### src/rtl/cpu_types_pkg.sv
// Shared datapath types for the pipeline: writeback select, PC source and
// memory-stage FSM encodings, plus the default datapath widths.
package cpu_types_pkg;

   localparam int WORD_W = 32;
   localparam int REG_AW = 5;

   typedef enum logic [1:0] {
      WB_ALU  = 2'd0,
      WB_LOAD = 2'd1,
      WB_PC4  = 2'd2,
      WB_IMM  = 2'd3
   } wb_sel_t;

   typedef enum logic [1:0] {
      PC_SEQ  = 2'd0,
      PC_BEQ  = 2'd1,
      PC_BNE  = 2'd2,
      PC_JUMP = 2'd3
   } pc_src_t;

   typedef enum logic [1:0] {
      ST_IDLE    = 2'd0,
      ST_ACCESS  = 2'd1,
      ST_HALTED  = 2'd2
   } st_t;

endpackage

### src/rtl/mem_wb.sv
// MEM/WB pipeline latch. A flush inserts a bubble by dropping the write
// enable; the data fields keep their last retired values.
module mem_wb #(
   parameter int WORD_W = cpu_types_pkg::WORD_W,
   parameter int REG_AW = cpu_types_pkg::REG_AW
) (
   input  logic              CLK,
   input  logic              nRST,
   input  logic              en,
   input  logic              flush,
   input  logic              regwr,
   input  logic [REG_AW-1:0] wsel,
   input  logic [WORD_W-1:0] wdat,
   output logic              wb_regwr,
   output logic [REG_AW-1:0] wb_wsel,
   output logic [WORD_W-1:0] wb_wdat
);

   // NOTE: sequential state uses non-blocking assignments so every flop
   // samples its inputs from before the clock edge.
   always_ff @(posedge CLK or negedge nRST) begin
      if (!nRST) begin
         wb_regwr <= 1'b0;
         wb_wsel  <= '0;
         wb_wdat  <= '0;
      end else if (flush) begin
         wb_regwr <= 1'b0;
      end else if (en) begin
         wb_regwr <= regwr;
         wb_wsel  <= wsel;
         wb_wdat  <= wdat;
      end
   end

endmodule

### src/rtl/mem_wb_stage.sv
// Memory stage: dcache handshake FSM, branch/jump redirect, writeback select
// and the MEM/WB latch, with a sticky halt once a halt instruction retires.
module mem_wb_stage #(
   parameter int WORD_W = cpu_types_pkg::WORD_W,
   parameter int REG_AW = cpu_types_pkg::REG_AW
) (
   input  logic              CLK,
   input  logic              nRST,
   input  logic [WORD_W-1:0] alu_i,
   input  logic [WORD_W-1:0] rdat2_i,
   input  logic [WORD_W-1:0] imm_i,
   input  logic [WORD_W-1:0] pc4_i,
   input  logic [WORD_W-1:0] jaddr_i,
   input  logic [WORD_W-1:0] braddr_i,
   input  logic [REG_AW-1:0] wsel_i,
   input  logic              regwr_i,
   input  logic              dren_i,
   input  logic              dwen_i,
   input  logic              halt_i,
   input  logic              zero_i,
   input  logic [1:0]        memtoreg_i,
   input  logic [1:0]        pcsrc_i,
   input  logic              dhit,
   input  logic [WORD_W-1:0] dload,
   output logic              dmemREN,
   output logic              dmemWEN,
   output logic [WORD_W-1:0] dmemaddr,
   output logic [WORD_W-1:0] dmemstore,
   output logic              stall_o,
   output logic              redirect_o,
   output logic [WORD_W-1:0] target_o,
   output logic              wb_regwr_o,
   output logic [REG_AW-1:0] wb_wsel_o,
   output logic [WORD_W-1:0] wb_wdat_o,
   output logic              halt_o
);

   import cpu_types_pkg::*;

   st_t               state, state_n;
   logic              active;
   logic              mem_op;
   logic              retire;
   logic              taken;
   logic [WORD_W-1:0] br_tgt;
   logic [WORD_W-1:0] wdat;

   // Requests are gated by nRST so an in-flight access drops the moment reset asserts.
   assign active    = nRST && (state != ST_HALTED);
   assign mem_op    = dren_i || dwen_i;
   assign dmemREN   = active && dren_i;
   assign dmemWEN   = active && dwen_i && !dren_i;
   assign dmemaddr  = alu_i;
   assign dmemstore = rdat2_i;
   assign stall_o   = active && mem_op && !dhit;
   assign retire    = active && !stall_o;

   always_comb begin
      // NOTE: defaults first so no path through the case leaves a latch.
      state_n = state;
      case (state)
         ST_IDLE, ST_ACCESS: begin
            if (retire && halt_i) state_n = ST_HALTED;
            else if (stall_o)     state_n = ST_ACCESS;
            else                  state_n = ST_IDLE;
         end
         ST_HALTED: state_n = ST_HALTED;
         default:   state_n = ST_IDLE;
      endcase
   end

   always_ff @(posedge CLK or negedge nRST) begin
      if (!nRST) state <= ST_IDLE;
      else       state <= state_n;
   end

   assign halt_o = (state == ST_HALTED);

   always_comb begin
      taken  = 1'b0;
      br_tgt = braddr_i;
      case (pc_src_t'(pcsrc_i))
         PC_BEQ:  taken = zero_i;
         PC_BNE:  taken = !zero_i;
         PC_JUMP: begin
            taken  = 1'b1;
            br_tgt = jaddr_i;
         end
         default: taken = 1'b0;
      endcase
   end

   // Only a retiring instruction may flush upstream, so a stalled branch cannot fire twice.
   assign redirect_o = retire && taken;
   assign target_o   = redirect_o ? br_tgt : '0;

   always_comb begin
      wdat = alu_i;
      case (wb_sel_t'(memtoreg_i))
         WB_ALU:  wdat = alu_i;
         WB_LOAD: wdat = dload;
         WB_PC4:  wdat = pc4_i;
         WB_IMM:  wdat = imm_i;
         default: wdat = alu_i;
      endcase
   end

   mem_wb #(
      .WORD_W (WORD_W),
      .REG_AW (REG_AW)
   ) u_mem_wb (
      .CLK      (CLK),
      .nRST     (nRST),
      .en       (retire),
      .flush    (!retire),
      .regwr    (regwr_i && (wsel_i != '0)),
      .wsel     (wsel_i),
      .wdat     (wdat),
      .wb_regwr (wb_regwr_o),
      .wb_wsel  (wb_wsel_o),
      .wb_wdat  (wb_wdat_o)
   );

   a_req_excl: assert property (@(posedge CLK) disable iff (!nRST) !(dren_i && dwen_i))
      else $error("dren_i and dwen_i asserted together");

endmodule

### config.mk
export PLATFORM = sky130hd
export DESIGN_NAME = mem_wb_stage
export DESIGN_NICKNAME = d
export VERILOG_FILES = /design/src/rtl/cpu_types_pkg.sv /design/src/rtl/mem_wb.sv /design/src/rtl/mem_wb_stage.sv
export SDC_FILE = /design/constraint.sdc
export NUM_CORES = 1
export LEC_CHECK = 0
export CAP_MARGIN = 20
export CORE_AREA = 2 2 147 149
export CTS_CLUSTER_SIZE = 14
export DETAILED_ROUTE_END_ITERATION = 8
export DIE_AREA = 0 0 149 151
export REMOVE_ABC_BUFFERS = 1
export SYNTH_ARGS = -nofsm -noshare
export SYNTH_HDL_FRONTEND = slang
export SYNTH_SLANG_ARGS = --single-unit
### constraint.sdc
create_clock -name CLK -period 2.2 [get_ports CLK]
set_clock_uncertainty 0.1 [all_clocks]
set_input_delay 0.44 -clock CLK [delete_from_list [all_inputs] [get_ports CLK]]
set_output_delay 0.44 -clock CLK [all_outputs]
set_load 0.02 [all_outputs]
# Word-level counts from Yosys, hierarchy flattened
# Cells that the tools add are included.
dict set report totals {
  out_inout_bits 139
  elab_cells 40
  in_bits 241
  register_bits 40
}
dict set report classes {
  eq_ne 9
  n_reduce_logical 19
  mux 8
}
# op n
set op_table {}
lappend op_table {{$pmux 32 s4} 1}
lappend op_table {{$mux 32} 2}
lappend op_table {{$eq 2x2->1 const B} 5}
lappend op_table {{$logic_and 1x1->1} 10}
lappend op_table {{$eq 2x1->1 const B} 3}
lappend op_table {{$reduce_bool 5->1} 1}
lappend op_table {{$logic_not 1->1} 4}
lappend op_table {{$logic_not 2->1} 2}
lappend op_table {{$pmux 2 s2} 1}
lappend op_table {{$pmux 1 s3} 1}
lappend op_table {{$mux 1} 2}
lappend op_table {{$mux 2} 1}
lappend op_table {{$ne 2x2->1 const B} 1}
lappend op_table {{$reduce_or 2->1} 1}
lappend op_table {{$logic_or 1x1->1} 1}

# Logic depth before layout (Yosys ltp)
dict set report depth {
  depth_word 9
  depth_mapped 5
  depth_no_buf 3
}

# Hierarchy
# From an unflattened synthesis, not the netlist that was laid out.
dict set report hier_totals {
  cells_unflattened 312
  area_unflattened_um2 3500.9
}
# module area_each_um2 cells_per_inst instances seq_area_each_um2
set modules_own_cells {}
lappend modules_own_cells {mem_wb_stage 1913.1 230 1 50.0}
lappend modules_own_cells {mem_wb 1587.8 82 1 950.9}

# Least setup slack after synthesis
# OpenSTA, ideal clock, no wires.
dict set report synth_timing {
  kind {in2out}
  from {in zero_i}
  to {out target_o[22]}
  cell_stages 4
  n_path_buf 1
  arrival_ns 1.412
  setup_slack_ns 0.248
  required_time_ns 1.660
  cell_sequence {mux2_2 > nand4_1 > clkbuf_1 > a21oi_1}
}
dict set report synth_between {
  elab_chain_cells 4
}
# element line_no
set synth_lines {}
lappend synth_lines {{from (decl)} mem_wb_stage.sv:20} ;# input logic zero_i,
lappend synth_lines {{$logic_not 1->1} mem_wb_stage.sv:84} ;# PC_BNE: taken = !zero_i;
lappend synth_lines {{$pmux 1 s3 *} mem_wb_stage.sv:82} ;# case (pc_src_t'(pcsrc_i))
lappend synth_lines {{$logic_and 1x1->1 *} mem_wb_stage.sv:94} ;# assign redirect_o = retire && taken;
lappend synth_lines {{$mux 32 *} mem_wb_stage.sv:95} ;# assign target_o = redirect_o ? br_tgt : '0;
lappend synth_lines {{to (decl)} mem_wb_stage.sv:31} ;# output logic [WORD_W-1:0] target_o,
# Mark *: on every way between the ends. The rest lies on a longest branch, timed or not.

# Worst setup path after layout
dict set report layout_timing {
  from {in alu_i[29]}
  to {out dmemaddr[29]}
}
# element line_no
set layout_lines {}
lappend layout_lines {{from (decl)} mem_wb_stage.sv:9} ;# input logic [WORD_W-1:0] alu_i,
lappend layout_lines {{to (decl)} mem_wb_stage.sv:27} ;# output logic [WORD_W-1:0] dmemaddr,
# No word-level cell between the ends.

==> reports/qor.csv <==
metric,value,unit
status,"complete, no violations",
Tcrit/Tclk final,0.975,
R2R depth,5,
reg2reg start,state[0],
max layer used,met5,
HPWL after detailed placement,12.5,mm
Initial DRT Pass Iterations,4,
DIE WIDTH,149,um
residual DRC count,0,
"Cell Chain, Critical Path","clkdlybuf4s50_1, clkdlybuf4s50_1",
Critical Path RT,1.66,ns
# H-tree levels,2,
first-pass GRT wire length,21.1,mm
CTS tree,done,
Final Max Slew Viols,0,
antenna violations before repair,1,
Max Clock Freq,466,MHz
final core occ,0.315,
fin area,6560,um^2
crit-path max cell delay,0.64,ns
CP endpoint,dmemaddr[29],
VDD IR max,0.000376,V
total core area,20800,um^2
Synth Warn #,0,
"flops & latches, synth",40,
"commonest non-fill, non-tap cells in the layout","270 x clkdlybuf4s50_1, 66 x nand2_1, 40 x dfrtp_1, 37 x mux2_2, 30 x mux4_2",
pre-CTS WS,-0.633,ns
via count,3450,
CP most frequent cell,clkdlybuf4s50_1,
CTS sink cnt,40,
placed inst area,6370,um^2
"CP delay by family, top",buffers and inverters,
R2R Path End,u_mem_wb.wb_wdat[10],
Critical Path Source Type,input port,
CP max-delay cell,clkdlybuf4s50_1,
Avg Inst Size Synth,10.6,um^2
Worst Setup Path Type,in -> out,
PwrDens,747,nW/um^2
Top-Level Pins,380,
worst-skew pair later-pin latency,0.28,ns
effective utilization at floorplan,0.158,
Syn-to-layout area delta,99.3,%
root buffer cell,clkbuf_16,
Worst-Margin Slew,0.578,ns
fin crit period,2.15,ns
synth unique cells,23,
1st-iter DRT viols,57,
largest net degree at the start of global routing,42,
RD Place Congestion,0.707,
Die ar.,22500,um^2
CTS Buf Count,5,
static leakage,2.64,nW
slew margin rel.,0.615,
crit path DAT,1.61,ns
maximum fanout along the worst path,2,
Worst Setup End Kind,output port,
Hold Slack,0.382,ns
Clock Path Buffers,2,
FP Rows,53,
DR WL met3,2.30,mm
layout cell share with drive strength beyond 1,0.271,
Final Hold Viols,0,
Mapped Area,3290,um^2
"reg-to-reg slack, setup",0.65,ns
Die H,151,um
final worst-path setup slack,0.0544,ns
HP Class,in -> async,
max cap viols,0,
CP Depth,2,
GR Util All Layers,0.127,
crit path buf inv count,2,
drt total wl,15.1,mm
IO Port Bufs,315,
routed wire length on met2,7.06,mm
number of vias per cell,4.06,
WL/cell,17.8,um
"most common cell after layout, fill and taps aside",clkdlybuf4s50_1,
register area share after synthesis,0.304,
clock slew at reported path FFs,0.07,ns
"Setup violations, final",0,
Metal-1 WL,5.48,mm
Final nets,813,
GRT overflow,0,
Syn Inst Count,309,
launch point of the worst path,alu_i[29],
"antenna viol nets, final",0,
vias in the first global route,3611,
# fillers,2158,
-- how the worst min path moves through the flow --
stage / to / from / slack, ns
3_5_place_dp: state[0] / state[1] / 0.35
4_1_cts: state[0] / state[1] / 0.36
2_1_floorplan: state[0] / nRST / 0.04
6_report: u_mem_wb.wb_wdat[26] / nRST / 0.38
5_1_grt: u_mem_wb.wb_wdat[8] / u_mem_wb.wb_wdat[8] / 0.42
3_3_place_gp: state[0] / state[1] / 0.36
-- logic make-up (layout without fill, tap and decap cells) --
| logic type | Yosys count | after routing | share of synthesized area |
|---|---|---|---|
| compound gates | 35 | 35 | 0.0552 |
| buf+inv | 87 | 351 | 0.194 |
| flops | 40 | 40 | 0.304 |
| mux | 70 | 70 | 0.351 |
| other cells | 0 | 1 | 0 |
| simple gates | 77 | 77 | 0.0955 |
-- metrics by stage --
step             TNS, ns  instances  power [mW]
2_1_floorplan     -14.96        224        2.37
3_3_place_gp      -19.02        834        4.00
3_5_place_dp      -20.67        834        4.02
4_1_cts                0        848        4.99
5_1_grt        -0.000625        849        5.16
6_report               0        849        4.89
-- state kept, by name, indices dropped and copies added (netlist names) --
signal and count:
u_mem_wb.wb_regwr 1, state 2, u_mem_wb.wb_wdat 32, u_mem_wb.wb_wsel 5
-- timing repair --
item / 4_1_cts / 5_1_grt
pin swaps: 1 / 2
hold buffers: 0 / 0
cloned: 2 / 0
setup buffers: 4 / 1
setup endpoints to repair: 36 / 17
gates resized for setup: 175 / 12
-- metal layers --
layer,GRT usage,vias up
li1,-,1563
met1,0.136,1582
met2,0.218,292
met3,0.0696,11
met4,0.0286,2
met5,0.0341,-
-- cells in the mapped netlist --
cell type,number,share of area
or4_1,1,0.0023
buf_2,5,0.0076
o21bai_2,1,0.0034
nor3b_1,2,0.0046
and3_1,1,0.0019
mux2_2,38,0.13
nand4_1,1,0.0019
nand3_1,1,0.0015
nor2_1,2,0.0023
dfrtp_1,40,0.30
mux4_1,2,0.016
clkbuf_1,10,0.011
mux4_2,30,0.21
buf_12,3,0.018
buf_6,2,0.0068
a21oi_1,32,0.049
buf_4,64,0.15
nand2_1,66,0.075
and2_1,1,0.0019
buf_1,1,0.0011
nand2b_1,2,0.0038
o21ai_0,2,0.0030
inv_1,2,0.0023
-- where the power goes --
part / switching (mW) / leakage (nW) / internal [mW]
Combinational: 1.20 / 2.08 / 1.53
Clock: 0.324 / 0.0871 / 0.569
Sequential: 0.179 / 0.474 / 1.10
-- layout make-up --
| class | count | area (um^2) | share of cell area |
|---|---|---|---|
| Clock buffer | 6 | 139 | 0.0212 |
| Antenna cell | 1 | 2.50 | 0.000382 |
| Multi-Input combinational cell | 182 | 1730 | 0.264 |
| Inverter | 2 | 7.51 | 0.00115 |
| Timing Repair Buffer | 341 | 3290 | 0.503 |
| Clock inverter | 2 | 38.8 | 0.00592 |
| Sequential cell | 40 | 1000 | 0.153 |
| Tap cell | 275 | 344 | 0.0525 |
Power figures use the tool's default switching activity.
